<file path="src/rtl/gate_bist_ctrl.sv">
// LFSR-driven BIST controller with MISR signature compaction for combinational gate models.
// Optional GATE_BIST_PIPE_EN: po_i is registered once before it reaches the MISR.
module gate_bist_ctrl #(
  parameter int                N_IN      = 23,
  parameter int                N_OUT     = 10,
  parameter int                PATTERNS  = 256,
  parameter logic [N_IN-1:0]   SEED      = 23'd1,
  parameter logic [N_IN-1:0]   TAPS      = 23'h420000,
  parameter logic [N_OUT-1:0]  MISR_TAPS = 10'h240
) (
  input  logic                            clk,
  input  logic                            rst,
  input  logic                            start,
  output logic [N_IN-1:0]                 pi_o,
  input  logic [N_OUT-1:0]                po_i,
  input  logic [N_OUT-1:0]                golden_i,
  output logic                            busy,
  output logic                            done,
  output logic                            pass,
  output logic [N_OUT-1:0]                signature,
  output logic [$clog2(PATTERNS+1)-1:0]   pat_cnt
);

  localparam int CW = $clog2(PATTERNS+1);
  localparam logic [N_IN-1:0] SEED_LOAD = (SEED == '0) ? {{(N_IN-1){1'b0}}, 1'b1} : SEED;
  localparam logic [CW-1:0]   CNT_LAST  = CW'(PATTERNS - 1);
  localparam logic [CW-1:0]   CNT_MAX   = CW'(PATTERNS);

  typedef enum logic [1:0] {IDLE, RUN, DONE} state_t;

  state_t           state, state_n;
  logic [N_IN-1:0]  lfsr, lfsr_n, lfsr_step;
  logic [N_OUT-1:0] misr, misr_n, misr_step, po_src;
  logic [CW-1:0]    cnt_n, cnt_inc;

`ifdef GATE_BIST_PIPE_EN
  logic [N_OUT-1:0] po_q;
  logic             primed, primed_n;

  always_ff @(posedge clk or posedge rst) begin
    if (rst) begin
      po_q   <= '0;
      primed <= 1'b0;
    end else begin
      po_q   <= po_i;
      primed <= primed_n;
    end
  end

  assign po_src = po_q;
`else
  assign po_src = po_i;
`endif

  assign lfsr_step = {lfsr[N_IN-2:0], ^(lfsr & TAPS)};
  assign misr_step = {misr[N_OUT-2:0], ^(misr & MISR_TAPS)} ^ po_src;
  assign cnt_inc   = (pat_cnt == CNT_MAX) ? pat_cnt : pat_cnt + 1'b1;

  always_ff @(posedge clk or posedge rst) begin
    if (rst) begin
      state   <= IDLE;
      lfsr    <= SEED_LOAD;
      misr    <= '0;
      pat_cnt <= '0;
    end else begin
      state   <= state_n;
      lfsr    <= lfsr_n;
      misr    <= misr_n;
      pat_cnt <= cnt_n;
    end
  end

  always_comb begin
    state_n = state;
    lfsr_n  = lfsr;
    misr_n  = misr;
    cnt_n   = pat_cnt;
`ifdef GATE_BIST_PIPE_EN
    primed_n = primed;
`endif
    case (state)
      IDLE, DONE: begin
        if (start) begin
          state_n = RUN;
          lfsr_n  = SEED_LOAD;
          misr_n  = '0;
          cnt_n   = '0;
`ifdef GATE_BIST_PIPE_EN
          primed_n = 1'b0;
`endif
        end
      end
      RUN: begin
`ifdef GATE_BIST_PIPE_EN
        // The first cycle only fills po_q; the LFSR stops once it has supplied PATTERNS patterns.
        primed_n = 1'b1;
        if (!primed || pat_cnt != CNT_LAST) lfsr_n = lfsr_step;
        if (primed) begin
          misr_n = misr_step;
          cnt_n  = cnt_inc;
          if (pat_cnt == CNT_LAST) state_n = DONE;
        end
`else
        lfsr_n = lfsr_step;
        misr_n = misr_step;
        cnt_n  = cnt_inc;
        if (pat_cnt == CNT_LAST) state_n = DONE;
`endif
      end
      default: state_n = IDLE;
    endcase
  end

  assign pi_o      = lfsr;
  assign signature = misr;
  assign busy      = (state == RUN);
  assign done      = (state == DONE);
  assign pass      = done && (misr == golden_i);

endmodule

</file>
<file path="config.mk">
export PLATFORM = sky130hd
export DESIGN_NAME = gate_bist_ctrl
export DESIGN_NICKNAME = d
export VERILOG_FILES = /design/src/rtl/gate_bist_ctrl.sv
export SDC_FILE = /design/constraint.sdc
export NUM_CORES = 1
export LEC_CHECK = 0
export BUFFER_PORTS_ARGS = -buffer_cell sky130_fd_sc_hd__buf_2
export CAP_MARGIN = 15
export CORE_UTILIZATION = 30
export CTS_CLUSTER_DIAMETER = 200
export CTS_CLUSTER_SIZE = 20
export DETAILED_ROUTE_END_ITERATION = 8
export GPL_TIMING_DRIVEN = 0
export HOLD_SLACK_MARGIN = 0.12
export PLACE_DENSITY = 0.63
export SLEW_MARGIN = 25
export SYNTH_ARGS = -nofsm -noshare
export SYNTH_HDL_FRONTEND = slang
export SYNTH_SLANG_ARGS = --single-unit
</file>
<file path="constraint.sdc">
create_clock -name clk -period 1.9 [get_ports clk]
set_input_delay 0.19 -clock clk [delete_from_list [all_inputs] [get_ports clk]]
set_output_delay 0.19 -clock clk [all_outputs]
set_load 0.01 [all_outputs]
</file>
# After elaboration in Yosys (flattened, before gate mapping)
# Index checks and enable logic that the tools add are counted.
# word_totals
out_inout_bits	45
ff_bits	44
# op_classes
addsub	1
reduce_logical	9
n_eq_ne	8
n_bitwise	1
n_mux	10
# ops
operator	count
$pmux W23 S2	1
$mux W23	1
$reduce_xor A23 Y1	1
$pmux W10 S2	1
$mux W9	2
$pmux W9 S2	1
$eq A10 B10 Y1	1
$mux W10	1
$reduce_xor A10 Y1	1
$xor A10 B10 Y10	1
$add A9 B1 Y9 const B	1
$eq A9 B8 Y1 const B	1
$eq A9 B9 Y1 const B	1
$mux W2	2
$ne A2 B2 Y1 const B	2
$pmux W2 S2	1
$reduce_and A2 Y1	2
$reduce_and A3 Y1	1
$eq A2 B1 Y1 const B	1
$eq A2 B2 Y1 const B	1
$logic_not A2 Y1	1
$ne A2 B1 Y1 const B	1
$reduce_bool A2 Y1	1
$reduce_or A2 Y1	1
$logic_and A1 B1 Y1	1

# Depth between registers and ports, before layout
# depth
ltp_word	4
ltp_mapped	6
depth_no_buf	6

# Worst setup path before layout
# No wires, ideal clock.
# synth_path
path_type	register to register
startpoint	reg pat_cnt[5]
endpoint	reg pat_cnt[1]
period_less_slack_ps	1513
setup_ps	141
path_slack_ps	387
arrival_time_ps	1372
path_stages_with_launch	4
n_path_buf	0
path_cell_list	dfrtp_1 > or4b_4 > o311ai_2 > o311ai_1
# synth_via
elab_chain_len	3
# synth_lines
item	line	source
from (decl)	21	output logic [$clog2(PATTERNS+1)-1:0] pat_cnt
from (signal assigned)	69	pat_cnt <= cnt_n;
$eq A9 B9 Y1	57	assign cnt_inc = (pat_cnt == CNT_MAX) ? pat_cnt : pat_cnt + 1'b1;
$ne A2 B2 Y1 (no line)	--	
$reduce_and A3 Y1 (no line)	--	
# No other way between the ends.
# A chain may end at the register's enable or synchronous reset.

# Worst setup path in the final report
# layout_path
startpoint	reg state[1]
endpoint	out busy
# layout_via
elab_chain_len	1
# layout_lines
item	line	source
from (decl)	31	state_t state, state_n;
from (signal assigned)	66	state <= state_n;
$eq A2 B1 Y1	116	assign busy = (state == RUN);
to (decl)	17	output logic busy,
# No other way between the ends.

==> results_dict.tcl <==
set metrics [dict create \
    run_status "complete, no violations" \
    ys.flop_type "dfrtp_1" \
    fp.dieH_um 85.2 \
    first_pass_iters 4 \
    fin_tns_setup_ns 0 \
    synth.most_common_cell "dfrtp_1" \
    final_nets 273 \
    initial_utilization_pct 31.9 \
    cts_tree "done" \
    hp-class "primary input to register" \
    grt_pass1_vias 1615 \
    crit_start "state[1]$_DFFE_PP0P_" \
    reg2reg_slack_ns 0.28 \
    min_path_cells 3 \
    postCtsSetupBuffers 0 \
    syn-mean-instance-area_um2 12.1 \
    setup-violations-final 0 \
    critPathMaxFanout 19 \
    criticalPathCategory "register to output port" \
    combPwrFrac_pct 43.7 \
    core_um2 6490 \
    synth.area.mux_share_pct 0.483 \
    slew_headroom_pct 70.0 \
    p_sw_mw 1.81 \
    r2r-start "pat_cnt[5]$_DFFE_PP0P_" \
    clk_pin_slew_worst_paths_ns 0.09 \
    clock_path_buffers 2 \
    via_per_inst 5.14 \
    dieArea_um2 7250 \
    p_total_mw 4.56 \
    worstPathArrival_ns 1.54 \
    synthTopCellsByCount "dfrtp_1, a22o_1, xnor2_1, xor2_1, nand3_1" \
    power_frac_clock_pct 16.1 \
    num_antenna_cells 0 \
    power.density_nw_per_um2 1720 \
    antenna_found_initial 0 \
    drtIter0Drc 72 \
    hpwl_um 3500 \
    overflow 0 \
    hold_viol 0 \
    reg2reg_depth 3 \
    internal_power_mw 2.75 \
    leakage_nw 1.31 \
    numCtsBuffers 5 \
    worst_slew_pin_slew_ns 0.450 \
    maxCapViolCount 0 \
    root_buffer "clkbuf_8" \
    synth_nets 198 \
    yosys.area.top_type "dfrtp_1" \
    routed_wl_um 4850 \
    synth_top_family_by_area "compound AO/OA/AOI/OAI gates" \
    synth-xor-area-share_pct 9.29 \
    synthesis.instances 172 \
    ir_drop_mv 0.648 \
    cp.required_ns 1.71 \
    ys_top_cells_by_area "dfrtp_1, a22o_1, xnor2_1" \
    clock_sinks 44 \
    fmax_mhz 577 \
    p_seq_share_pct 40.2 \
    portBuffers 67 \
    synth-simple-area-share_pct 10.9 \
    seq_area_frac_synth_pct 53.1 \
    synthAdderAreaFrac_pct 1.81 \
    clk_latency_ns 0.30 \
    fin_skew_ns 0.00386 \
    min_from "start" \
    rr_endpoint "pat_cnt[2]$_DFFE_PP0P_" \
    drc 0 \
    slew_viol_final 0 \
    gp_congestion 0.812 \
    switching_share_pct 39.7 \
    grt_max_degree 28 \
    period_share_pct 91.2 \
    via_count 1672 \
    synth_edf_count 0 \
    gr-usage-all-layers_pct 14.1 \
    fillCellCount 655 \
    synth_top_cell_area_share_pct 51.9 \
    std_cell_rows 29 \
    wire_per_inst_um 14.9 \
    async_flop_share_pct 100 \
    min_to "state[1]$_DFFE_PP0P_" \
    area_delta_synth_final_pct 27.5 \
    ys_types 37 \
    synth.cell_area_um2 2070 \
    rsz0062_at_grt "no" \
    fin_crit_ns 1.73 \
    drive_gt1_share_pct 37.1 \
    ios 68 \
    die_w_um 85.2 \
    cts_htree_levels 2 \
    end_kind "output port" \
    crit_path_start_kind "register" \
    yosysWarnings 0 \
    grt_pass1_wl_um 8080 \
    postRouteAntennaNets 0 \
    synth_compound_area_share_pct 20.9 \
    yosys_register_bits 44 \
]
==> layout make-up <==
type	count	area [um^2]	area share (%)
sequential	44	1100	41.7
multi-input combinational	112	901	34.1
timing repair buffer	69	365	13.8
tap	77	96.3	3.64
clock buffer	5	68.8	2.60
clock inverter	3	42.5	1.61
buffer	8	42.5	1.61
inverter	7	26.3	0.993
==> cells in the final DEF (no fill, tap or decap), types with 3 or more instances in the layout <==
cell type / instances
clkbuf_8: 5
xor2_1: 9
xnor2_1: 13
buf_2: 71
dfrtp_1: 43
ha_1: 3
a22o_1: 33
o41ai_1: 3
nor3_1: 4
nand3_1: 7
nand2_1: 6
inv_1: 5
nand2b_1: 5
o311ai_0: 3
==> metal layers <==
metal	global-route usage, %	vias up	part of all wire (%)
met1	20.0	828	47
met2	21.4	50	46
met5	0	-	0
met4	3.70	0	0.91
li1	-	788	-
met3	3.70	6	5.7
==> worst max-delay path by stage <==
stage,to,slack [ns],cells past startpoint
floorplan,pat_cnt[1]$_DFFE_PP0P_,0.39,3
global placement,pat_cnt[6]$_DFFE_PP0P_,0.06,2
detailed placement,busy,0.26,6
CTS,busy,0.05,5
global route,busy,0.07,5
finish,busy,0.17,5
==> worst max-delay path, stage by stage (launching register included) <==
cell and delay (ns):
dfrtp_1 0.40, nand2b_1 0.14, buf_4 0.17, inv_2 0.08
clkbuf_4 0.27, buf_2 0.18
==> metrics by stage <==
step	worst slack [ns]	std cells	instance area (um^2)	utilization, %	hold slack (ns)
after floorplan	0.387	172	2070	-	0.362
after global placement	0.0620	316	2510	38.6	0.494
after detailed placement	0.260	317	2530	38.9	0.204
after CTS	0.0489	325	2640	40.7	0.182
after global routing	0.0710	325	2650	40.7	0.191
final	0.168	325	2650	40.7	0.181
==> cells by family after synthesis <==
| kind of cell | after synthesis |
|---|---|
| compound gates | 49 |
| xor+xnor | 22 |
| fa+ha+maj | 3 |
| buf+inv | 16 |
| flops | 44 |
| mux | 1 |
| simple gates | 37 |
==> power groups by stage <==
stage | registers (mW) | clock network (mW) | logic [mW]
after global placement | 1.84 | 0 | 1.99
after CTS | 1.84 | 0.741 | 2.02
after global routing | 1.91 | 0.798 | 2.20
after floorplan | 1.93 | 0 | 1.20
final | 1.83 | 0.732 | 1.99
after detailed placement | 1.84 | 0 | 2.03
==> repair_timing <==
action | CTS | global route
resized for setup | 0 | 1
hold buffers | 1 | 0
endpoints found under the setup margin | 1 | 1
hold endpoints to repair | 17 | 0
==> registers in the layout, summed over array words and instances, names as in the netlist <==
register / count
pat_cnt: 9
pi_o: 23
signature: 10
state: 2
Power figures use the tool's default switching activity.
